File: config.mk
export PLATFORM = sky130hd
export DESIGN_NAME = gte_irgb_expand
export DESIGN_NICKNAME = d
export VERILOG_FILES = /design/src/rtl/gte_irgb_expand.sv
export SDC_FILE = /design/constraint.sdc
export NUM_CORES = 1
export LEC_CHECK = 0
export ABC_AREA = 1
export CORE_ASPECT_RATIO = 1.25
export CORE_MARGIN = 2
export CORE_UTILIZATION = 30
export DETAILED_ROUTE_END_ITERATION = 16
export HOLD_SLACK_MARGIN = 0.08
export PLACE_DENSITY = 0.71
export REMOVE_ABC_BUFFERS = 1
export SLEW_MARGIN = 10
export SYNTH_ARGS = -nofsm -noshare
export SYNTH_HDL_FRONTEND = slang
export SYNTH_SLANG_ARGS = --single-unit
File: constraint.sdc
create_clock -name i_clk -period 1.95 [get_ports i_clk]
set_clock_uncertainty 0.05 [all_clocks]
set_input_delay 0.39 -clock i_clk [delete_from_list [all_inputs] [get_ports i_clk]]
set_output_delay 0.39 -clock i_clk [all_outputs]
set_load 0.02 [all_outputs]
File: src/rtl/gte_irgb_expand.sv
// Expands a packed 15-bit IRGB word into three IR register-file writes (IR1..IR3 = field<<SHIFT).
// Optional macro GTE_ORGB_READBACK_EN adds an o_orgb register holding the last fully committed word.
module gte_irgb_expand #(
   parameter int IR_W    = 16,
   parameter int FIELD_W = 5,
   parameter int SHIFT   = 7
) (
   input  logic                   i_clk,
   input  logic                   i_nRst,
   input  logic                   i_irgbValid,
   input  logic [3*FIELD_W-1:0]   i_irgb,
   output logic                   o_irgbReady,
   output logic                   o_wrEn,
   output logic [1:0]             o_wrAdr,
   output logic [IR_W-1:0]        o_wrData,
   input  logic                   i_wrReady,
   output logic                   o_busy,
   output logic [3*FIELD_W-1:0]   o_orgb
);

   localparam int PAD_W = IR_W - FIELD_W - SHIFT;

   // The encoding doubles as the register-file address of the write being presented.
   typedef enum logic [1:0] {
      IDLE = 2'd0,
      WR_R = 2'd1,
      WR_G = 2'd2,
      WR_B = 2'd3
   } state_e;

   state_e                 state_q, state_d;
   logic [3*FIELD_W-1:0]   capture_q, capture_d;
   logic [FIELD_W-1:0]     field;
   logic                   irgbReady;

   always_ff @(posedge i_clk or negedge i_nRst) begin
      if (!i_nRst) begin
         state_q   <= IDLE;
         capture_q <= '0;
      end else begin
         state_q   <= state_d;
         capture_q <= capture_d;
      end
   end

   always_comb begin
      state_d   = state_q;
      capture_d = capture_q;
      irgbReady = 1'b0;
      case (state_q)
         IDLE: begin
            irgbReady = 1'b1;
            if (i_irgbValid) begin
               capture_d = i_irgb;
               state_d   = WR_R;
            end
         end
         WR_R: begin
            if (i_wrReady) state_d = WR_G;
         end
         WR_G: begin
            if (i_wrReady) state_d = WR_B;
         end
         WR_B: begin
            // Commit cycle also accepts the next word so bursts run without a bubble.
            if (i_wrReady) begin
               irgbReady = 1'b1;
               if (i_irgbValid) begin
                  capture_d = i_irgb;
                  state_d   = WR_R;
               end else begin
                  state_d   = IDLE;
               end
            end
         end
         default: state_d = IDLE;
      endcase
   end

   always_comb begin
      field = '0;
      case (state_q)
         WR_R:    field = capture_q[FIELD_W-1:0];
         WR_G:    field = capture_q[2*FIELD_W-1:FIELD_W];
         WR_B:    field = capture_q[3*FIELD_W-1:2*FIELD_W];
         default: field = '0;
      endcase
   end

   assign o_irgbReady = irgbReady;
   assign o_wrEn      = (state_q != IDLE);
   assign o_busy      = (state_q != IDLE);
   assign o_wrAdr     = state_q;
   assign o_wrData    = {{PAD_W{1'b0}}, field, {SHIFT{1'b0}}};

`ifdef GTE_ORGB_READBACK_EN
   logic [3*FIELD_W-1:0] orgb_q;
   logic                 commit;

   assign commit = (state_q == WR_B) && i_wrReady;

   // Only a completed sequence updates the readback; an aborted word never reaches it.
   always_ff @(posedge i_clk or negedge i_nRst) begin
      if (!i_nRst) begin
         orgb_q <= '0;
      end else if (commit) begin
         orgb_q <= capture_q;
      end
   end

   assign o_orgb = orgb_q;
`else
   assign o_orgb = '0;
`endif

endmodule

Word level (Yosys, flattened, before mapping)
Cells that the tools add are included.
{ "op_classes": {"n_reduce_logical": 5, "muxes": 12, "n_eq_ne": 7} }
{ "op_table": {"columns": ["operator", "n"], "rows": [
  ["2-to-1 mux 15 bit", 2],
  ["case mux 15 bit (2 select lines)", 1],
  ["case mux 5 bit (3 select lines)", 1],
  ["2-to-1 mux 2 bit", 4],
  ["inequality test 2 bit (second input constant)", 4],
  ["case mux 2 bit (4 select lines)", 1],
  ["equality test 2 bit (second input constant)", 2],
  ["AND reduction 4 bit", 1],
  ["nonzero test 2 bit", 2],
  ["equality test 2 x 1 -> 1 bit (second input constant)", 1],
  ["zero test 2 bit", 1],
  ["2-to-1 mux 1 bit", 2],
  ["case mux 1 bit (2 select lines)", 1],
  ["AND reduction 2 bit", 1]
]} }
{ "totals": {"input_bits": 19, "reg_bits": 17, "out_inout_bits": 36} }

Depth between registers and ports, before layout
{ "depth": {"word_depth": 3, "mapped_depth": 8} }

Worst setup path after synthesis
OpenSTA, ideal clock, no wires.
{ "synth_path": {"path_type": "reg-to-output", "startpoint": "reg state_q[0] (netlist: o_wrAdr[0])", "endpoint": "out o_irgbReady", "stages_incl_launch_ff": 5, "slack_ps": 158, "arrival_ps": 1352, "n_path_buf": 0, "required_time_ps": 1510, "path_cell_list": "dfrtp_1 -> inv_1 -> ha_1 -> inv_1 -> a21oi_1"} }
{ "synth_via": {"elab_chain_cells": 2, "elab_cells_between_ends": 3, "classes_between": "eq/ne: 1; mux: 1; reduce/logical: 1"} }
{ "synth_rtl": {"columns": ["item", "line_no", "text"], "rows": [
  ["start, declared", "31", "state_e state_q, state_d;"],
  ["start signal, assigned", "41", "state_q <= state_d;"],
  ["equality test 2 bit or zero test 2 bit (tied branches)", "50", "case (state_q)"],
  ["case mux 1 bit (2 select lines) *", "50", null],
  ["end, declared", "12", "output logic o_irgbReady,"]
]} }
Mark *: on every way between the ends. The rest lies on a longest branch, timed or not.

Final worst setup path
{ "layout_path": {"startpoint": "reg state_q[1] (netlist: o_wrAdr[1])", "endpoint": "out o_irgbReady"} }
Same word-level chain as after synthesis.

==> impl_metrics.toml <==
[logic_synthesis]
synth_top_area_share_pct = 36.5
yosysTopAreaCell = "dfrtp_1"
syn_area_um2 = 1170
yosysUniqueCellTypes = 14
synth_seq_area_share_pct = 36.5
ys_warn_count = 0
ys_ff_latch = 17
avgSynthCellArea_um2 = 7.29
syn-instance-count = 160
ys_top_cells_by_area = "dfrtp_1 (36%), nand2_1 (21%), buf_4 (17%), nand3_1 (9.4%), ha_1 (6.4%)"

[timing]
rsz0062_at_grt = "yes"
max_freq_ghz = 0.527
hold_viol_final = 0
finalSetupViolCount = 0
post-route-period-util_pct = 97.2
drv_slew = 0
min_period_ns = 1.90

[global_routing]
gr-usage-met1_pct = 12.9
grt_pass1_wl_um = 4000
grt_remaining_overflow = 0
grt_start_max_net_pins = 18
gr-usage-all-layers_pct = 11.9
grt_pass1_vias = 1010
grt.met2_usage_pct = 21.7
grt_antenna_before_repair = 0
use_met3_pct = 0.528
grt.busiest_layer = "met2"

[route]
wire_per_inst_um = 10.5
ant_nets = 0
avgViaCountPerCell = 4.25
drc = 0
dr_total_vias = 1020
wl_um = 2530
drt_iter0_markers = 10
firstDrtPassIters = 4

[finish]
area_growth_pct = 30.5
final_util_pct = 40.5
final_cells = 240
nets = 226
layout_commonest_cell = "nand2_1"
final_cell_mix = "nand2_1 (66), conb_1 (26), nand3_1 (22)"
layout-drive-gt1-share_pct = 16.0
diodes = 0

[clocking]
cts_tree = "built"
hold_buffers = 0
clock-sinks = 17
cts-root-buf = "clkbuf_8"
clock_path_buffers = 2
path_clk_slew_ns = 0.06
cts_buffers = 3
insertion_delay_ns = 0.24
cts_htree_levels = 1

[die]
die_y_um = 73.7
num_rows = 25
die-area_um2 = 4400
io_pins = 55
core_region_area_um2 = 3750
start_util_pct = 31.1
dieWidth_um = 59.8

[worst_setup_path]
r2r_slack_ns = 0.24
end_kind = "output port"
r2r_cells = 9
crit_arrival_ns = 1.46
start_kind = "flop"
critPathRequiredTime_ns = 1.51
criticalPathCategory = "flop to output port"
critPathMaxFanout = 4

[power]
max-vdd-ir-drop_uv = 301
p_leak_uw = 0.000848
power.density_nw_per_um2 = 1510

[placement]
place_inst = 232
portBuffers = 28
dp_hpwl_um = 1870
routabilityCongestion = 0.790

[hold_path]
hp-class = "input port to async pin"

[flow_run]
cap_violations = 0

[status]
status = "completed"
==> layout make-up <==
type | instances | area (um^2)
timing repair buffer | 41 | 340
tap | 40 | 50.0
fill | 403 | 2230
multi-input combinational | 126 | 616
inverter | 12 | 45.0
sequential | 17 | 425
clock buffer | 4 | 45.0
==> cell families (layout without fill, tap and decap cells) <==
group	Yosys count	after routing	synth area share (%)
compound gates	2	2	0.858
fa+ha+maj	6	6	6.44
simple gates	92	92	32.8
other cells	1	26	0.322
buf+inv	42	57	23.1
flops	17	17	36.5
==> per-stage QoR <==
| stage | hold slack, ns | area [um^2] | TNS [ns] | total power [uW] | worst slack [ns] |
|---|---|---|---|---|---|
| after CTS | 0.416 | 1490 | -0.111 | 2220 | -0.0288 |
| final | 0.412 | 1520 | 0 | 2300 | 0.0540 |
| after detailed placement | 0.408 | 1430 | -0.999 | 1990 | -0.160 |
| after floorplan | 0.0444 | 1040 | 0 | 1410 | 0.0709 |
| after global placement | 0.404 | 1430 | -0.870 | 1960 | -0.141 |
| after global routing | 0.444 | 1520 | -0.0179 | 2510 | -0.0179 |
==> power by group <==
group	total [uW]	switching, uW	internal [uW]	leakage [uW]
Clock	250	106	145	0.0000228
Combinational	1420	846	577	0.000615
Sequential	622	95.7	527	0.000211
Total	2300	1050	1250	0.000848
==> worst max-delay path, stage by stage (launching register included) <==
cell	delay, ns
dfrtp_1	0.39
inv_1	0.11
buf_4	0.14
ha_1	0.29
a21oi_1	0.13
buf_4	0.16
==> cells in the mapped netlist <==
| library cell | number |
|---|---|
| nand2_2 | 1 |
| nand2_1 | 66 |
| buf_4 | 27 |
| nor2_1 | 2 |
| buf_6 | 1 |
| a21oi_1 | 1 |
| nor2_4 | 1 |
| conb_1 | 1 |
| nand3_1 | 22 |
| inv_1 | 12 |
| dfrtp_1 | 17 |
| ha_1 | 6 |
| o21ai_0 | 1 |
| buf_2 | 2 |
==> routing by layer <==
layer | share of wire [%] | up-vias
met5 | 0 | -
met4 | 2.0 | 0
met3 | 4.6 | 4
met2 | 53 | 35
met1 | 40 | 461
li1 | - | 520
==> what timing repair did <==
action / CTS / global route
setup buffers: 0 / 4
setup endpoints to repair: 16 / 23
resized for setup: 25 / 16
pin swaps: 0 / 1
==> flip-flops by register name, indices dropped and copies added, names as in the netlist <==
signal	count
o_wrAdr	2
capture_q	15
==> path summary, 6_finish.rpt <==
kind,end,startpoint
worst max-delay path,o_irgbReady,o_wrAdr[1]$_DFFE_PN0P_
worst min-delay path,capture_q[9]$_DFFE_PN0P_,i_nRst
worst max register to register,capture_q[9]$_DFFE_PN0P_,o_wrAdr[1]$_DFFE_PN0P_
worst min register to register,capture_q[2]$_DFFE_PN0P_,capture_q[2]$_DFFE_PN0P_
max in group asynchronous,capture_q[3]$_DFFE_PN0P_,i_nRst
min in group i_clk,capture_q[2]$_DFFE_PN0P_,capture_q[2]$_DFFE_PN0P_
(Power assumes the default switching activity.)
